[src/rtl/phy_tx_scheduler.sv]
// rtl/phy_tx_scheduler.sv - two-lane PHY transmit link sequencer and round-robin source arbiter
// Brings the link up (RESET -> INIT -> ACTIVE), then grants up to two of four FIFOs per cycle.
module phy_tx_scheduler #(
    parameter int                 DATA_W      = 8,
    parameter int                 INIT_CYCLES = 16,
    parameter logic [DATA_W-1:0]  COM_SYMBOL  = DATA_W'('hBC)
) (
    input  logic              clk_8f,
    input  logic              reset_L,
    input  logic              enable,
    input  logic              pause,
    input  logic [3:0]        fifo_empty,
    input  logic [DATA_W-1:0] fifo_data_0,
    input  logic [DATA_W-1:0] fifo_data_1,
    input  logic [DATA_W-1:0] fifo_data_2,
    input  logic [DATA_W-1:0] fifo_data_3,
    output logic [3:0]        fifo_pop,
    output logic [DATA_W-1:0] data_out_0,
    output logic              valid_out_0,
    output logic [DATA_W-1:0] data_out_1,
    output logic              valid_out_1,
    output logic [1:0]        link_state
);

    typedef enum logic [1:0] {
        ST_RESET  = 2'd0,
        ST_INIT   = 2'd1,
        ST_ACTIVE = 2'd2
    } state_t;

    localparam int               CNT_W    = (INIT_CYCLES > 1) ? $clog2(INIT_CYCLES) : 1;
    localparam logic [CNT_W-1:0] CNT_LAST = CNT_W'(INIT_CYCLES - 1);

    state_t            state_q, state_d;
    logic [CNT_W-1:0]  init_cnt_q, init_cnt_d;
    logic [1:0]        rr_ptr_q, rr_ptr_d;
    logic [DATA_W-1:0] data_0_q, data_0_d;
    logic [DATA_W-1:0] data_1_q, data_1_d;
    logic              valid_0_q, valid_0_d;
    logic              valid_1_q, valid_1_d;

    logic [DATA_W-1:0] head [4];
    logic              arb_en;
    logic              g0_vld, g1_vld;
    logic [1:0]        g0_idx, g1_idx;

    assign head[0] = fifo_data_0;
    assign head[1] = fifo_data_1;
    assign head[2] = fifo_data_2;
    assign head[3] = fifo_data_3;

    // Scan from rr_ptr upward; first hit feeds lane 0, second feeds lane 1.
    always_comb begin
        arb_en = enable && (state_q == ST_ACTIVE) && !pause;
        g0_vld = 1'b0;
        g0_idx = 2'd0;
        g1_vld = 1'b0;
        g1_idx = 2'd0;
        for (int k = 0; k < 4; k++) begin
            if (arb_en && !fifo_empty[rr_ptr_q + 2'(k)]) begin
                if (!g0_vld) begin
                    g0_vld = 1'b1;
                    g0_idx = rr_ptr_q + 2'(k);
                end else if (!g1_vld) begin
                    g1_vld = 1'b1;
                    g1_idx = rr_ptr_q + 2'(k);
                end
            end
        end
    end

    always_comb begin
        fifo_pop = 4'b0000;
        if (g0_vld) fifo_pop[g0_idx] = 1'b1;
        if (g1_vld) fifo_pop[g1_idx] = 1'b1;
    end

    always_comb begin
        state_d    = state_q;
        init_cnt_d = init_cnt_q;
        rr_ptr_d   = rr_ptr_q;
        data_0_d   = COM_SYMBOL;
        data_1_d   = COM_SYMBOL;
        valid_0_d  = 1'b0;
        valid_1_d  = 1'b0;
        if (!enable) begin
            state_d    = ST_RESET;
            init_cnt_d = '0;
            data_0_d   = '0;
            data_1_d   = '0;
        end else begin
            case (state_q)
                ST_RESET: begin
                    state_d    = ST_INIT;
                    init_cnt_d = '0;
                end
                ST_INIT: begin
                    if (init_cnt_q == CNT_LAST) begin
                        state_d = ST_ACTIVE;
                    end else begin
                        init_cnt_d = init_cnt_q + 1'b1;
                    end
                end
                ST_ACTIVE: begin
                    if (g0_vld) begin
                        data_0_d  = head[g0_idx];
                        valid_0_d = 1'b1;
                        rr_ptr_d  = g0_idx + 2'd1;
                    end
                    if (g1_vld) begin
                        data_1_d  = head[g1_idx];
                        valid_1_d = 1'b1;
                        rr_ptr_d  = g1_idx + 2'd1;
                    end
                end
                default: begin
                    state_d  = ST_RESET;
                    data_0_d = '0;
                    data_1_d = '0;
                end
            endcase
        end
    end

    always_ff @(posedge clk_8f or negedge reset_L) begin
        if (!reset_L) begin
            state_q    <= ST_RESET;
            init_cnt_q <= '0;
            rr_ptr_q   <= 2'd0;
            data_0_q   <= '0;
            data_1_q   <= '0;
            valid_0_q  <= 1'b0;
            valid_1_q  <= 1'b0;
        end else begin
            state_q    <= state_d;
            init_cnt_q <= init_cnt_d;
            rr_ptr_q   <= rr_ptr_d;
            data_0_q   <= data_0_d;
            data_1_q   <= data_1_d;
            valid_0_q  <= valid_0_d;
            valid_1_q  <= valid_1_d;
        end
    end

    assign data_out_0  = data_0_q;
    assign data_out_1  = data_1_q;
    assign valid_out_0 = valid_0_q;
    assign valid_out_1 = valid_1_q;
    assign link_state  = state_q;

endmodule

[config.mk]
export PLATFORM = sky130hd
export DESIGN_NAME = phy_tx_scheduler
export DESIGN_NICKNAME = d
export VERILOG_FILES = /design/src/rtl/phy_tx_scheduler.sv
export SDC_FILE = /design/constraint.sdc
export NUM_CORES = 1
export LEC_CHECK = 0
export CAP_MARGIN = 30
export CORE_ASPECT_RATIO = 0.6
export CORE_UTILIZATION = 43
export DETAILED_ROUTE_END_ITERATION = 10
export GPL_TIMING_DRIVEN = 1
export PLACE_DENSITY = 0.84
export SLEW_MARGIN = 5
export SYNTH_ARGS = -nofsm -noshare
export SYNTH_HDL_FRONTEND = slang
export SYNTH_SLANG_ARGS = --single-unit
[constraint.sdc]
create_clock -name clk_8f -period 2.72 [get_ports clk_8f]
set_clock_uncertainty 0.05 [all_clocks]
set_input_delay 0.408 -clock clk_8f [delete_from_list [all_inputs] [get_ports clk_8f]]
set_output_delay 0.408 -clock clk_8f [all_outputs]
set_load 0.05 [all_outputs]
* Word-level counts from Yosys, hierarchy flattened
Index checks and enable logic that the tools add are counted.
** Cells by class
- Div/mod/pow operators :: 0
- Bitwise gates (word level) :: 3
- Add/subtract/negate cells :: 6
- Mux-type cells :: 65
- Multipliers :: 0
- Reductions and logical operators :: 19
- Shift operators :: 0
- Magnitude comparators :: 10
- Equality and inequality tests :: 7
** Operators with widths (number)
- 8-bit 2-to-1 mux :: 8
- 2-bit 2-to-1 mux :: 19
- 8-bit binary-select mux with 2-bit select :: 2
- 8-bit one-hot mux with 2 select lines :: 2
- 1-bit 2-to-1 mux :: 22
- 2-bit by 3-bit < comparator with 1-bit output (second input constant) :: 6
- 4-bit 2-to-1 mux :: 4
- 1-bit binary-select mux with 2-bit select :: 4
- 1-bit logical AND :: 8
- 4-bit one-hot mux with 2 select lines :: 1
- 2-bit by 1-bit adder with 2-bit output (second input constant) :: 3
- 3-bit greater-or-equal comparator (second input constant) :: 2
- 3-bit inequality test (second input constant) :: 2
- 2-bit NOT with 3-bit output :: 2
- 2-bit one-hot mux with 3 select lines :: 1
- 1-bit zero test :: 5
- 2-bit adder (second input constant) :: 2
- 4-bit by 1-bit adder with 4-bit output (second input constant) :: 1
- 1-bit demux with 2-bit select :: 2
- 4-bit == test (second input constant) :: 1
- 2-bit by 1-bit greater-or-equal comparator with 1-bit output (second input constant) :: 2
- 4-bit bitwise OR :: 1
- 2-bit AND reduction :: 2
- 3-bit by 1-bit inequality test with 1-bit output (second input constant) :: 1
- other kinds (7) :: 7
** Word-level totals
- Output and inout port bits :: 24
- Flip-flop bits (word level) :: 26
- Latch bits :: 0
- RAM bits :: 0
- Logic and storage cells :: 117
- ROM bits :: 0
- Memories kept :: 0

* Depth between registers and ports, before layout
- Depth in word-level cells :: 20
- Gate-level depth with buffers :: 15
- Mapped depth without buffers :: 11

* Worst setup path after synthesis
OpenSTA, ideal clock, no wires.
- Kind :: register to output
- Start :: reg state_q[0], in the netlist link_state[0]
- End :: out fifo_pop[0]
- Stages on the path, launching flop included :: 14
- Arrival :: 3295 ps
- Slack :: -1033 ps
- Required time :: 2262 ps
- Cell sequence :: dfrtp_1 > clkbuf_1 > nand4bb_1 > clkbuf_1 > a21oi_1 > ha_1 > inv_1 > or2_1 > a21oi_1 > nor4_2 > a21oi_2 > buf_6 > buf_12 > o22ai_1
** Between the ends
- Longest elaborated chain between the ends :: 19
** RTL lines
- start, declared :: RTL line 34 : state_t state_q, state_d;
- start signal, assigned :: RTL line 135 : state_q <= state_d;
- 2-bit == test (*) :: RTL line 54 : arb_en = enable && (state_q == ST_ACTIVE) && !pause;
- 1-bit logical AND (*) (2 in a row) :: RTL line 54
- 1-bit logical AND :: RTL line 60 : if (arb_en && !fifo_empty[rr_ptr_q + 2'(k)]) begin
- 1-bit 2-to-1 mux :: RTL line 60
- 2-bit 2-to-1 mux / 1-bit 2-to-1 mux (equally long branches) :: RTL line 61 : if (!g0_vld) begin
- 2-bit 2-to-1 mux / 1-bit 2-to-1 mux (equally long branches) :: RTL line 60
- 2-bit 2-to-1 mux :: RTL line 64 : end else if (!g1_vld) begin
- 2-bit 2-to-1 mux :: RTL line 61
- [2 not listed]
- 2-bit 2-to-1 mux :: RTL line 61
- 2-bit 2-to-1 mux :: RTL line 60
- 2-bit by 3-bit < comparator with 1-bit output (not written as such) / 2-bit by 1-bit greater-or-equal comparator with 1-bit output (equally long branches) :: RTL line 75 : if (g1_vld) fifo_pop[g1_idx] = 1'b1;
- 1-bit logical AND (not written as such) :: RTL line 75
- 1-bit 2-to-1 mux (not written as such) :: RTL line 75
- 1-bit demux with 2-bit select :: RTL line 75
- 4-bit bitwise OR (no source line)
- 4-bit 2-to-1 mux (*) :: RTL line 75
- end, declared :: RTL line 17 : output logic [3:0] fifo_pop,
Mark *: on every way between the ends. The rest lies on a longest branch, timed or not.

* Worst setup path after layout
- Start :: reg rr_ptr_q[1]
- End :: out fifo_pop[1]
** Between the ends
- Longest elaborated chain between the ends :: 19
** RTL lines
- start, declared :: RTL line 36 : logic [1:0] rr_ptr_q, rr_ptr_d;
- start signal, assigned :: RTL line 137 : rr_ptr_q <= rr_ptr_d;
- parallel branches: the longest is 18 deep, another holds 2-bit by 1-bit adder with 2-bit output
- 4-bit 2-to-1 mux (*) :: RTL line 75
Mark *: on every way between the ends. The select of a mux whose other input is x is not followed.

==> impl_metrics.json <==
{
  "syn_to_final_growth_pct": 69.9,
  "coreArea_um2": 4660,
  "vias": 2346,
  "rsz0062_at_grt": "yes",
  "ys.flop_type": "dfrtp_1",
  "cpMostUsedCell": "a21oi_2",
  "tns_ns": -4.06,
  "io_pins": 64,
  "die-area_um2": 5230,
  "grt_pass1_wl_um": 10600,
  "violations": "setup timing",
  "synth_edf_count": 0,
  "cts_root_buf": "clkbuf_8",
  "cts-hold-fix-buffers": 0,
  "clock_latency_ns": 0.27,
  "critPathRequiredTime_ns": 2.26,
  "track_usage_pct": 25.9,
  "maxCapViolations": 0,
  "cpMaxStageDelayCell": "dfrtp_2",
  "reg2reg_depth": 10,
  "endpoint_kind": "primary output",
  "drv_slew": 0,
  "dieWidth_um": 92.7,
  "grt_max_degree": 27,
  "critPathKind": "register to primary output",
  "critical_path.startpoint_type": "register",
  "syn_area_per_cell_um2": 9.87,
  "drt_iter0_drc": 267,
  "crit_chain": "a211o_1 > a21oi_2 > ha_2 > inv_1 > or2_1 > a311o_1 > a21oi_2 > buf_6 > a22o_4 > buf_12",
  "grt_pass1_vias": 2218,
  "hold_viol": 0,
  "clockBufferDepth": 2,
  "async_reset_ff_share_pct": 100,
  "ant_nets": 0,
  "totalWireLength_um": 7650,
  "fmax_ghz": 0.318,
  "layout_min_cycle_time_ns": 3.14,
  "layout.nets": 373,
  "ys_seq_area_share_pct": 30.7,
  "p_per_area_nw_per_um2": 271,
  "cp_max_fo": 6,
  "cts_tree": "yes",
  "dr.pass1.iters": 5,
  "dp_hpwl_um": 4970,
  "rows": 19,
  "clock_sinks": 26,
  "grt_overflow": 0,
  "cts_made_buffers": 3,
  "synthesis.area_um2": 2120,
  "start_util_pct": 45.5,
  "syn_inst": 215,
  "yosys_register_bits": 26,
  "gp_congestion": 0.908,
  "crit_arrival_ns": 2.68,
  "vdd_ir_drop_max_v": 0.000252,
  "drc_errors": 0,
  "htree_levels": 1,
  "setup_viol": 20,
  "syn_nets": 258,
  "antenna_found_initial": 0,
  "leakage_nw": 1.52,
  "hold_slack_ns": 0.451,
  "synth_cell_types": 56,
  "max_stage_delay_ns": 0.48,
  "fin_ws_ns": -0.422,
  "yosys_warnings": 0,
  "routedWlPerCell_um": 19.5,
  "dieHeight_um": 56.4,
  "portBuffers": 63,
  "post-route-period-util_pct": 115,
  "hold_path_class": "primary input to asynchronous set/reset pin",
  "tightest_slew_ns": 0.525,
  "drive_above_1_share_pct": 40.4,
  "diodes": 0,
  "outcome": "finished, violations left",
  "vias_per_cell": 5.98,
  "path_clk_slew_ns": 0.10,
  "maxSlewHeadroom_pct": 64.9
}
## final cells by class
cell class	count	area, um2
Clock buffer	3	41.3
Clock inverter	1	30.0
Sequential cell	26	654
Tap cell	63	78.8
Multi-Input combinational cell	163	1570
Fill cell	280	1050
Inverter	6	25.0
Timing Repair Buffer	130	1210
## power breakdown
group          switching (W)  leakage, nW  internal (W)  total (W)
logic               0.000124         1.16      0.000123   0.000248
registers         0.00000514        0.325      0.000396   0.000401
clock network       0.000133       0.0357      0.000197   0.000330
total               0.000262         1.52      0.000716   0.000978
## critical path, delay by kind of cell (launching register included)
family	cells	cell delay (ns)
AO/OA/AOI/OAI	5	1.18
AND/OR/NAND/NOR	1	0.23
adder cells (fa/ha/maj)	1	0.19
flip-flops	1	0.48
buffers and inverters	3	0.32
## metrics by stage
step / total power, W / utilization [%] / setup WS (ns) / instance area (um2) / std cells
3_5_place_dp: 0.000635 / 68.3 / -0.655 / 3180 / 374
6_report: 0.000978 / 77.4 / -0.422 / 3610 / 392
2_1_floorplan: 0.000509 / - / -0.268 / 2210 / 215
3_3_place_gp: 0.000633 / 68.3 / -0.564 / 3180 / 374
5_1_grt: 0.00101 / 77.4 / -0.525 / 3610 / 392
4_1_cts: 0.000955 / 73.0 / -0.347 / 3400 / 388
## cell usage in the layout, fill, tap and decap left out, types with 2 or more instances in the layout
master / count
o22a_1: 2
a211o_1: 2
o21a_1: 3
a211oi_2: 3
or3_1: 2
nor3b_1: 2
and3b_1: 3
mux2i_2: 4
clkbuf_8: 3
a21oi_1: 8
buf_12: 3
a21oi_2: 2
o22ai_4: 3
nor2b_1: 7
clkdlybuf4s50_1: 53
mux4_2: 8
buf_8: 3
o22ai_1: 4
or2_1: 2
mux2i_4: 3
nand2b_1: 4
and2_4: 3
dfrtp_1: 23
nor2_1: 9
mux2_2: 2
nand2_1: 9
inv_1: 5
buf_4: 57
o21ai_0: 7
a221oi_1: 2
mux2_4: 2
mux2i_1: 12
a221oi_2: 7
and2_1: 7
dlygate4sd2_1: 5
buf_6: 8
nor3_1: 3
dfrtp_2: 3
a22oi_1: 4
## cells in the mapped netlist, types with 5 or more instances
cell,n,area [um2]
dfrtp_1,26,651
mux2i_1,19,190
and2_1,11,68.8
buf_2,11,55.1
nand2_1,11,41.3
a21oi_1,9,45.0
nor2_1,9,33.8
mux4_2,8,180
nor2b_1,8,50.1
a221oi_1,7,61.3
o21ai_0,7,35.0
o22ai_1,7,43.8
inv_1,6,22.5
nand2b_1,5,31.3
## flip-flops by register name, summed over array words and instances, names as in the netlist
| signal | cells |
|---|---|
| data_out_0 | 8 |
| data_out_1 | 8 |
| init_cnt_q | 4 |
| link_state | 2 |
| rr_ptr_q | 2 |
| valid_out_0 | 1 |
| valid_out_1 | 1 |
## what timing repair did
| action | CTS | global route |
|---|---|---|
| resized for setup | 25 | 39 |
| endpoints found under the setup margin | 22 | 21 |
| buffers inserted | 13 | 5 |
| pin swaps | 13 | 11 |
## logic make-up after synthesis
family	Yosys count	synth area share, %
compound gates	64	22.9
fa+ha+maj	3	1.77
buf+inv	26	7.25
flops	26	30.7
mux	31	19.8
simple gates	65	17.7
## worst paths after layout
| check | from | end | slack (ns) |
|---|---|---|---|
| max | rr_ptr_q[1] | fifo_pop[1] | -0.42 |
| min | reset_L | data_out_0[5] | 0.45 |
| max reg2reg | rr_ptr_q[1] | data_out_1[6] | -0.26 |
| min reg2reg | init_cnt_q[2] | init_cnt_q[2] | 0.58 |
| max in group asynchronous | reset_L | link_state[0] | 1.90 |
| min in group clk_8f | init_cnt_q[2] | init_cnt_q[2] | 0.58 |
## per-layer routing
metal / up-vias / share of wire [%] / global-route usage (%)
met2: 138 / 46 / 41.2
met1: 1134 / 44 / 37.2
met5: - / 0 / 0
met3: 20 / 7.5 / 5.69
li1: 1054 / - / -
met4: 0 / 2.5 / 3.74
(Power assumes the default switching activity.)
